`src/rtl/register_writeback_queue_if.sv`:
```
// Handshake and write-port bundle for register_writeback_queue.
// slave: the queue side. master: the producer / register-file side.
interface register_writeback_queue_if #(
    parameter int unsigned DEPTH      = 4,
    parameter int unsigned ADDR_WIDTH = 5,
    parameter int unsigned DATA_WIDTH = 32
);
    logic                          alu_valid;
    logic                          alu_ready;
    logic [ADDR_WIDTH-1:0]         alu_register;
    logic [DATA_WIDTH-1:0]         alu_data;
    logic                          mem_valid;
    logic                          mem_ready;
    logic [ADDR_WIDTH-1:0]         mem_register;
    logic [DATA_WIDTH-1:0]         mem_data;
    logic                          register_write;
    logic [ADDR_WIDTH-1:0]         write_register;
    logic [DATA_WIDTH-1:0]         write_data;
    logic [2**ADDR_WIDTH-1:0]      pending_mask;
    logic [$clog2(DEPTH):0]        queue_count;

    modport slave (
        input  alu_valid, alu_register, alu_data,
        input  mem_valid, mem_register, mem_data,
        output alu_ready, mem_ready,
        output register_write, write_register, write_data,
        output pending_mask, queue_count
    );

    modport master (
        output alu_valid, alu_register, alu_data,
        output mem_valid, mem_register, mem_data,
        input  alu_ready, mem_ready,
        input  register_write, write_register, write_data,
        input  pending_mask, queue_count
    );
endinterface

```
`src/rtl/register_writeback_queue.sv`:
```
// Register writeback queue: merges ALU and load results into an in-order FIFO and
// drains it onto the single register-file write port, one write per cycle.
// Optional macro WB_BYPASS_EN: when the queue is empty, the first accepted entry goes
// straight to the output registers (latency 1 instead of 2).
module register_writeback_queue #(
    parameter int unsigned DEPTH      = 4,
    parameter int unsigned ADDR_WIDTH = 5,
    parameter int unsigned DATA_WIDTH = 32
) (
    input  logic                          clock,
    input  logic                          reset,
    register_writeback_queue_if.slave     bus
);
    localparam int unsigned PTR_WIDTH = $clog2(DEPTH);
    localparam int unsigned CNT_WIDTH = PTR_WIDTH + 1;

    logic [ADDR_WIDTH-1:0] reg_mem  [DEPTH];
    logic [DATA_WIDTH-1:0] data_mem [DEPTH];

    logic [PTR_WIDTH-1:0]  rd_ptr;
    logic [PTR_WIDTH-1:0]  wr_ptr;
    logic [CNT_WIDTH-1:0]  count;
    logic                  wr_strobe;
    logic [ADDR_WIDTH-1:0] wr_reg;
    logic [DATA_WIDTH-1:0] wr_data;

    logic [CNT_WIDTH-1:0]  free;
    logic                  mem_ready;
    logic                  alu_ready;
    logic                  mem_keep;
    logic                  alu_keep;
    logic                  deq;
    logic                  bypass;

    logic                  first_valid;
    logic [ADDR_WIDTH-1:0] first_reg;
    logic [DATA_WIDTH-1:0] first_data;
    logic                  both_keep;

    logic                  qa_valid;
    logic [ADDR_WIDTH-1:0] qa_reg;
    logic [DATA_WIDTH-1:0] qa_data;
    logic                  qb_valid;
    logic [1:0]            n_enq;

    logic [PTR_WIDTH-1:0]     slot_off;
    logic [2**ADDR_WIDTH-1:0] mask;

    // Readiness from occupancy at the start of the cycle; a same-cycle dequeue adds no space.
    always_comb begin
        free      = CNT_WIDTH'(DEPTH) - count;
        mem_ready = (free != '0);
        alu_ready = (free >= CNT_WIDTH'(2)) || ((free != '0) && !bus.mem_valid);
        // x0 writes handshake normally but are dropped here.
        mem_keep  = bus.mem_valid && mem_ready && (bus.mem_register != '0);
        alu_keep  = bus.alu_valid && alu_ready && (bus.alu_register != '0);
        deq       = (count != '0);
        both_keep = mem_keep && alu_keep;
    end

    // Order the accepted entries (load first) and split them between bypass and queue.
    always_comb begin
        first_valid = mem_keep || alu_keep;
        first_reg   = mem_keep ? bus.mem_register : bus.alu_register;
        first_data  = mem_keep ? bus.mem_data     : bus.alu_data;
`ifdef WB_BYPASS_EN
        bypass      = (count == '0) && first_valid;
`else
        bypass      = 1'b0;
`endif
        if (bypass) begin
            // First entry goes to the output; only a second (ALU) entry is queued.
            qa_valid = both_keep;
            qa_reg   = bus.alu_register;
            qa_data  = bus.alu_data;
            qb_valid = 1'b0;
        end else begin
            qa_valid = first_valid;
            qa_reg   = first_reg;
            qa_data  = first_data;
            qb_valid = both_keep;
        end
        n_enq = {1'b0, qa_valid} + {1'b0, qb_valid};
    end

    // Queue storage; the ALU entry of a double enqueue lands one slot after the load.
    always_ff @(posedge clock) begin
        if (qa_valid) begin
            reg_mem[wr_ptr]  <= qa_reg;
            data_mem[wr_ptr] <= qa_data;
        end
        if (qb_valid) begin
            reg_mem[wr_ptr + PTR_WIDTH'(1)]  <= bus.alu_register;
            data_mem[wr_ptr + PTR_WIDTH'(1)] <= bus.alu_data;
        end
    end

    // Pointers, occupancy and the registered write port.
    always_ff @(posedge clock) begin
        if (reset) begin
            rd_ptr    <= '0;
            wr_ptr    <= '0;
            count     <= '0;
            wr_strobe <= 1'b0;
            wr_reg    <= '0;
            wr_data   <= '0;
        end else begin
            wr_ptr <= wr_ptr + PTR_WIDTH'(n_enq);
            count  <= count + CNT_WIDTH'(n_enq) - CNT_WIDTH'(deq);
            if (deq) begin
                rd_ptr    <= rd_ptr + PTR_WIDTH'(1);
                wr_strobe <= 1'b1;
                wr_reg    <= reg_mem[rd_ptr];
                wr_data   <= data_mem[rd_ptr];
            end else if (bypass) begin
                wr_strobe <= 1'b1;
                wr_reg    <= first_reg;
                wr_data   <= first_data;
            end else begin
                wr_strobe <= 1'b0;
            end
        end
    end

    // Pending destinations: every occupied slot plus the write being presented.
    always_comb begin
        mask     = '0;
        slot_off = '0;
        for (int i = 0; i < int'(DEPTH); i++) begin
            slot_off = PTR_WIDTH'(i) - rd_ptr;
            if ({1'b0, slot_off} < count) begin
                mask[reg_mem[i]] = 1'b1;
            end
        end
        if (wr_strobe) begin
            mask[wr_reg] = 1'b1;
        end
        mask[0] = 1'b0;
    end

    assign bus.alu_ready      = alu_ready;
    assign bus.mem_ready      = mem_ready;
    assign bus.register_write = wr_strobe;
    assign bus.write_register = wr_reg;
    assign bus.write_data     = wr_data;
    assign bus.pending_mask   = mask;
    assign bus.queue_count    = count;
endmodule

```
`src/flat_wrapper.sv`:
```
// flat-port wrapper written by rule: the top's interface ports become plain ports
module register_writeback_queue_flat 
#(
    parameter int unsigned DEPTH      = 4,
    parameter int unsigned ADDR_WIDTH = 5,
    parameter int unsigned DATA_WIDTH = 32
)
  (clock, reset, bus_alu_valid, bus_alu_register, bus_alu_data, bus_mem_valid, bus_mem_register, bus_mem_data, bus_alu_ready, bus_mem_ready, bus_register_write, bus_write_register, bus_write_data, bus_pending_mask, bus_queue_count);
  register_writeback_queue_if #(.DEPTH(DEPTH), .ADDR_WIDTH(ADDR_WIDTH), .DATA_WIDTH(DATA_WIDTH)) bus_i ();
  input  logic clock;
  input  logic reset;
  input wire logic [$bits(bus_i.alu_valid)-1:0] bus_alu_valid;
  input wire logic [$bits(bus_i.alu_register)-1:0] bus_alu_register;
  input wire logic [$bits(bus_i.alu_data)-1:0] bus_alu_data;
  input wire logic [$bits(bus_i.mem_valid)-1:0] bus_mem_valid;
  input wire logic [$bits(bus_i.mem_register)-1:0] bus_mem_register;
  input wire logic [$bits(bus_i.mem_data)-1:0] bus_mem_data;
  output wire logic [$bits(bus_i.alu_ready)-1:0] bus_alu_ready;
  output wire logic [$bits(bus_i.mem_ready)-1:0] bus_mem_ready;
  output wire logic [$bits(bus_i.register_write)-1:0] bus_register_write;
  output wire logic [$bits(bus_i.write_register)-1:0] bus_write_register;
  output wire logic [$bits(bus_i.write_data)-1:0] bus_write_data;
  output wire logic [$bits(bus_i.pending_mask)-1:0] bus_pending_mask;
  output wire logic [$bits(bus_i.queue_count)-1:0] bus_queue_count;
  assign bus_i.alu_valid = bus_alu_valid;
  assign bus_i.alu_register = bus_alu_register;
  assign bus_i.alu_data = bus_alu_data;
  assign bus_i.mem_valid = bus_mem_valid;
  assign bus_i.mem_register = bus_mem_register;
  assign bus_i.mem_data = bus_mem_data;
  assign bus_alu_ready = bus_i.alu_ready;
  assign bus_mem_ready = bus_i.mem_ready;
  assign bus_register_write = bus_i.register_write;
  assign bus_write_register = bus_i.write_register;
  assign bus_write_data = bus_i.write_data;
  assign bus_pending_mask = bus_i.pending_mask;
  assign bus_queue_count = bus_i.queue_count;
  register_writeback_queue #(.DEPTH(DEPTH), .ADDR_WIDTH(ADDR_WIDTH), .DATA_WIDTH(DATA_WIDTH)) u_core (.clock(clock), .reset(reset), .bus(bus_i));
endmodule
```
`config.mk`:
```
export PLATFORM = sky130hd
export DESIGN_NAME = register_writeback_queue_flat
export DESIGN_NICKNAME = d
export VERILOG_FILES = /design/src/rtl/register_writeback_queue_if.sv /design/src/rtl/register_writeback_queue.sv /design/src/flat_wrapper.sv
export SDC_FILE = /design/constraint.sdc
export NUM_CORES = 1
export LEC_CHECK = 0
export ABC_AREA = 1
export CORE_MARGIN = 2
export CORE_UTILIZATION = 45
export DETAILED_ROUTE_END_ITERATION = 6
export HOLD_SLACK_MARGIN = 0.15
export PLACE_DENSITY = 0.67
export SYNTH_ARGS = -nofsm -noshare
export SYNTH_HDL_FRONTEND = slang
export SYNTH_SLANG_ARGS = --single-unit
```
`constraint.sdc`:
```
create_clock -name clock -period 14.8 [get_ports clock]
set_clock_uncertainty 0.2 [all_clocks]
set_input_delay 2.96 -clock clock [delete_from_list [all_inputs] [get_ports clock]]
set_output_delay 2.96 -clock clock [all_outputs]
set_load 0.01 [all_outputs]
```
==> metrics.md <==
| Metric | Value |
|---|---|
| Status | finished clean |
| Area of the multi-input gates | 5820 um^2 |
| Post-CTS setup buffers | 0 |
| CTS tree | yes |
| Row Count | 59 |
| Antenna diodes | 0 |
| Routed wire per std cell | 18.3 um |
| Max Freq | 136 MHz |
| Worst min-delay path category | register to register |
| Via count | 11800 |
| Post-layout min period | 7.36 ns |
| Flop pwr share | 33.4% |
| Max Buffers Root-to-Sink | 2 |
| Vias in the first global route | 10800 |
| Initial antenna violation count | 0 |
| Comb pwr share | 47.6% |
| # setup viols final | 0 |
| Launch point of the worst path | bus_mem_valid |
| Synth top area cells | edfxtp_1, nand2_1, nand3_1, nor2_1, dfxtp_1 |
| CORE AREA | 26000 um^2 |
| Final Cycle Share | 49.8% |
| WL final | 38.8 mm |
| Pleak | 0.00596 uW |
| Clock root cell | clkbuf_16 |
| Tot GR Track Use | 27.3% |
| Ys async rst share | 0% |
| Largest net degree at the start of global routing | 43 |
| Sw frac | 43.9% |
| Worst setup path end | bus_alu_ready |
| Port Buffers | 151 |
| CTS clk-pin slew, worst paths | 0.07 ns |
| Critical Path End Type | output pin |
| Internal power | 1570 uW |
| Commonest register cell after synthesis | edfxtp_1 |
| Final ANT Viol Nets | 0 |
| Area Overhead vs Synth | 20.3% |
| Synth unique cells | 33 |
| Post-synth EDFFs | 148 |
| Power Dens Cells | 196 nW/um^2 |
| Max IR drop VDD | 96.6 uV |
| Drt pass-1 iters | 6 |
| TNS Setup | 0 ns |
| Iter 0 DRT Violations | 1251 |
| Routed vias/inst | 5.57 |
| Crit Path Category | input port to output pin |
| Synthesized area | 11900 um^2 |
| Clock sinks | 193 |
| RSZ-0062 raised after global routing | no |
| Cts-stage hold buffer count | 0 |
| Max Slew Vio Count | 0 |
| Depth of the most critical reg-to-reg path | 13 |
| R2r endpoint | u_core.data_mem[3][18] |
| Fin. Hold Viols | 0 |
| PostCTS Resize Cnt | 0 |
| Crit-path cells | clkdlybuf4s50_1 > o21ai_0 > clkdlybuf4s50_1 |
| DRC viols | 0 |
| NetSw | 1230 uW |
| Clock Latency Late Sink | 0.43 ns |
| Remaining Overflow, GRT | 0 |
| Critical path's largest stage delay | 0.58 ns |
| CTS H-tree lvls | 4 |
| Critical Path Start Type | input port |
| Final core utilization | 54.9% |
| Slowest cell on the critical path | clkdlybuf4s50_1 |
| Fillers | 2476 |
| Share of cells above drive strength 1 | 4.43% |
| First-pass GRT wire length | 59.5 mm |
| Height of the die | 166 um |
| Critical Path Most Common Cell | clkdlybuf4s50_1 |
| Routability congestion estimate | 0.928 |
| Register Area | 5350 um^2 |
| Worst r2r src | u_core.bus.queue_count[1] |
| Syn_nets | 1764 |
| R2R Setup Slk | 10.33 ns |
| Worst Tran Pin Value | 1.20 ns |
| Yosys warns | 0 |
| Seq/Total Area, Yosys | 45.1% |
| Die area | 27700 um^2 |
| MaxCap Viol Count | 0 |
| Worst endpoint required time | 11.64 ns |
| Mean Syn Cell Area | 7.10 um^2 |
| Worst slew margin | 19.7% |
| Commonest cells post-synth | nand2_1, nor2_1, nand3_1 |
| Final nets | 1864 |
| #FFs+latches synth | 193 |
| Count leader, synth | nand2_1 |
| Post-Syn Instances | 1671 |
| Critical path arrival | 4.20 ns |
| IO Count | 153 |
| Post-synth top area cell | edfxtp_1 |
| Yosys top cell area share | 37.5% |
| Cts bufs inserted | 17 |
| Crit path max fanout | 2 |
| Clock power share | 19.0% |
| Starting Density | 45.7% |
| Die W | 166 um |
| DP HPWL | 24.8 mm |
==> per-stage QoR <==
step / hold WS [ns] / instance area, um^2 / instances / total power [uW] / worst slack, ns
floorplan: 0.328 / 11900 / 1671 / 1760 / 7.59
global placement: 0.295 / 13600 / 2087 / 2240 / 7.45
detailed placement: 0.303 / 13600 / 2087 / 2250 / 7.44
CTS: 0.323 / 14300 / 2119 / 2780 / 7.43
global route: 0.351 / 14300 / 2119 / 2960 / 7.40
finish: 0.322 / 14300 / 2119 / 2790 / 7.44
==> area by class of cell <==
| type | count | area share (%) |
|---|---|---|
| Clock inverter | 14 | 1.75 |
| Inverter | 104 | 2.74 |
| Sequential cell | 193 | 37.5 |
| Timing Repair Buffer | 165 | 11.3 |
| Multi-Input combinational cell | 1290 | 40.8 |
| Clock buffer | 18 | 3.01 |
| Tap cell | 335 | 2.94 |
==> layer usage <==
metal | vias to the layer above | GRT usage, % | routed length [um]
li1 | 5670 | - | -
met1 | 5401 | 37.2 | 16100
met2 | 665 | 45.1 | 18100
met3 | 76 | 4.05 | 3850
met4 | 0 | 8.36 | 736
met5 | - | 0 | 0
==> critical path, delay by kind of cell <==
| kind | cells | cell delay (ns) |
|---|---|---|
| compound gates | 1 | 0.24 |
| buf+inv | 2 | 1.00 |
==> cell families (layout without fill, tap and decap cells) <==
family	Yosys count	after routing	synth area share [%]
AND/OR/NAND/NOR	1214	1214	43.8
flip-flops	193	193	45.1
buffers and inverters	188	301	6.75
AO/OA/AOI/OAI	58	58	2.55
adder cells (fa/ha/maj)	15	15	1.65
XOR/XNOR	2	2	0.148
other	1	1	0.0316
==> sequential cells by signal, indices dropped and copies added, names as in the netlist <==
register	flops
u_core.data_mem	128
u_core.bus.write_data	32
u_core.reg_mem	20
u_core.bus.write_register	5
u_core.bus.queue_count	3
u_core.rd_ptr	2
u_core.wr_ptr	2
u_core.bus.register_write	1
==> placed cells by master, fill, tap and decap left out, types with 2 or more instances in the layout <==
cell,n
nor2_2,3
inv_8,2
buf_4,14
clkbuf_16,17
nor3_1,9
inv_6,2
dfxtp_1,45
a21oi_1,7
o21ai_1,2
nand2_2,16
o22ai_1,2
edfxtp_1,148
inv_1,102
nand3_1,265
nand3b_1,38
clkdlybuf4s50_1,151
clkinv_4,2
nor2_1,291
bufinv_16,6
nand4_1,32
ha_1,13
nor2_4,7
inv_2,2
o21ai_0,43
nand2_1,549
o31ai_4,4
==> power by group through the flow <==
stage / registers (uW) / clock network [uW] / logic [uW]
floorplan: 936 / 0 / 819
global placement: 938 / 0 / 1300
detailed placement: 941 / 0 / 1310
CTS: 930 / 534 / 1320
global route: 949 / 558 / 1450
finish: 933 / 530 / 1330
==> worst min-delay path by stage <==
| stage | start | end | slack (ns) | depth (start not counted) |
|---|---|---|---|---|
| 2_1_floorplan | u_core.data_mem[2][0] | u_core.bus.write_data[0] | 0.33 | 4 |
| 3_3_place_gp | u_core.bus.write_data[23] | u_core.bus.write_data[23] | 0.29 | 2 |
| 3_5_place_dp | u_core.bus.write_data[23] | u_core.bus.write_data[23] | 0.30 | 2 |
| 4_1_cts | u_core.bus.write_data[23] | u_core.bus.write_data[23] | 0.32 | 2 |
| 5_1_grt | u_core.bus.write_data[7] | u_core.bus.write_data[7] | 0.35 | 2 |
| 6_report | u_core.bus.write_data[23] | u_core.bus.write_data[23] | 0.32 | 2 |
Power figures use the tool's default switching activity.
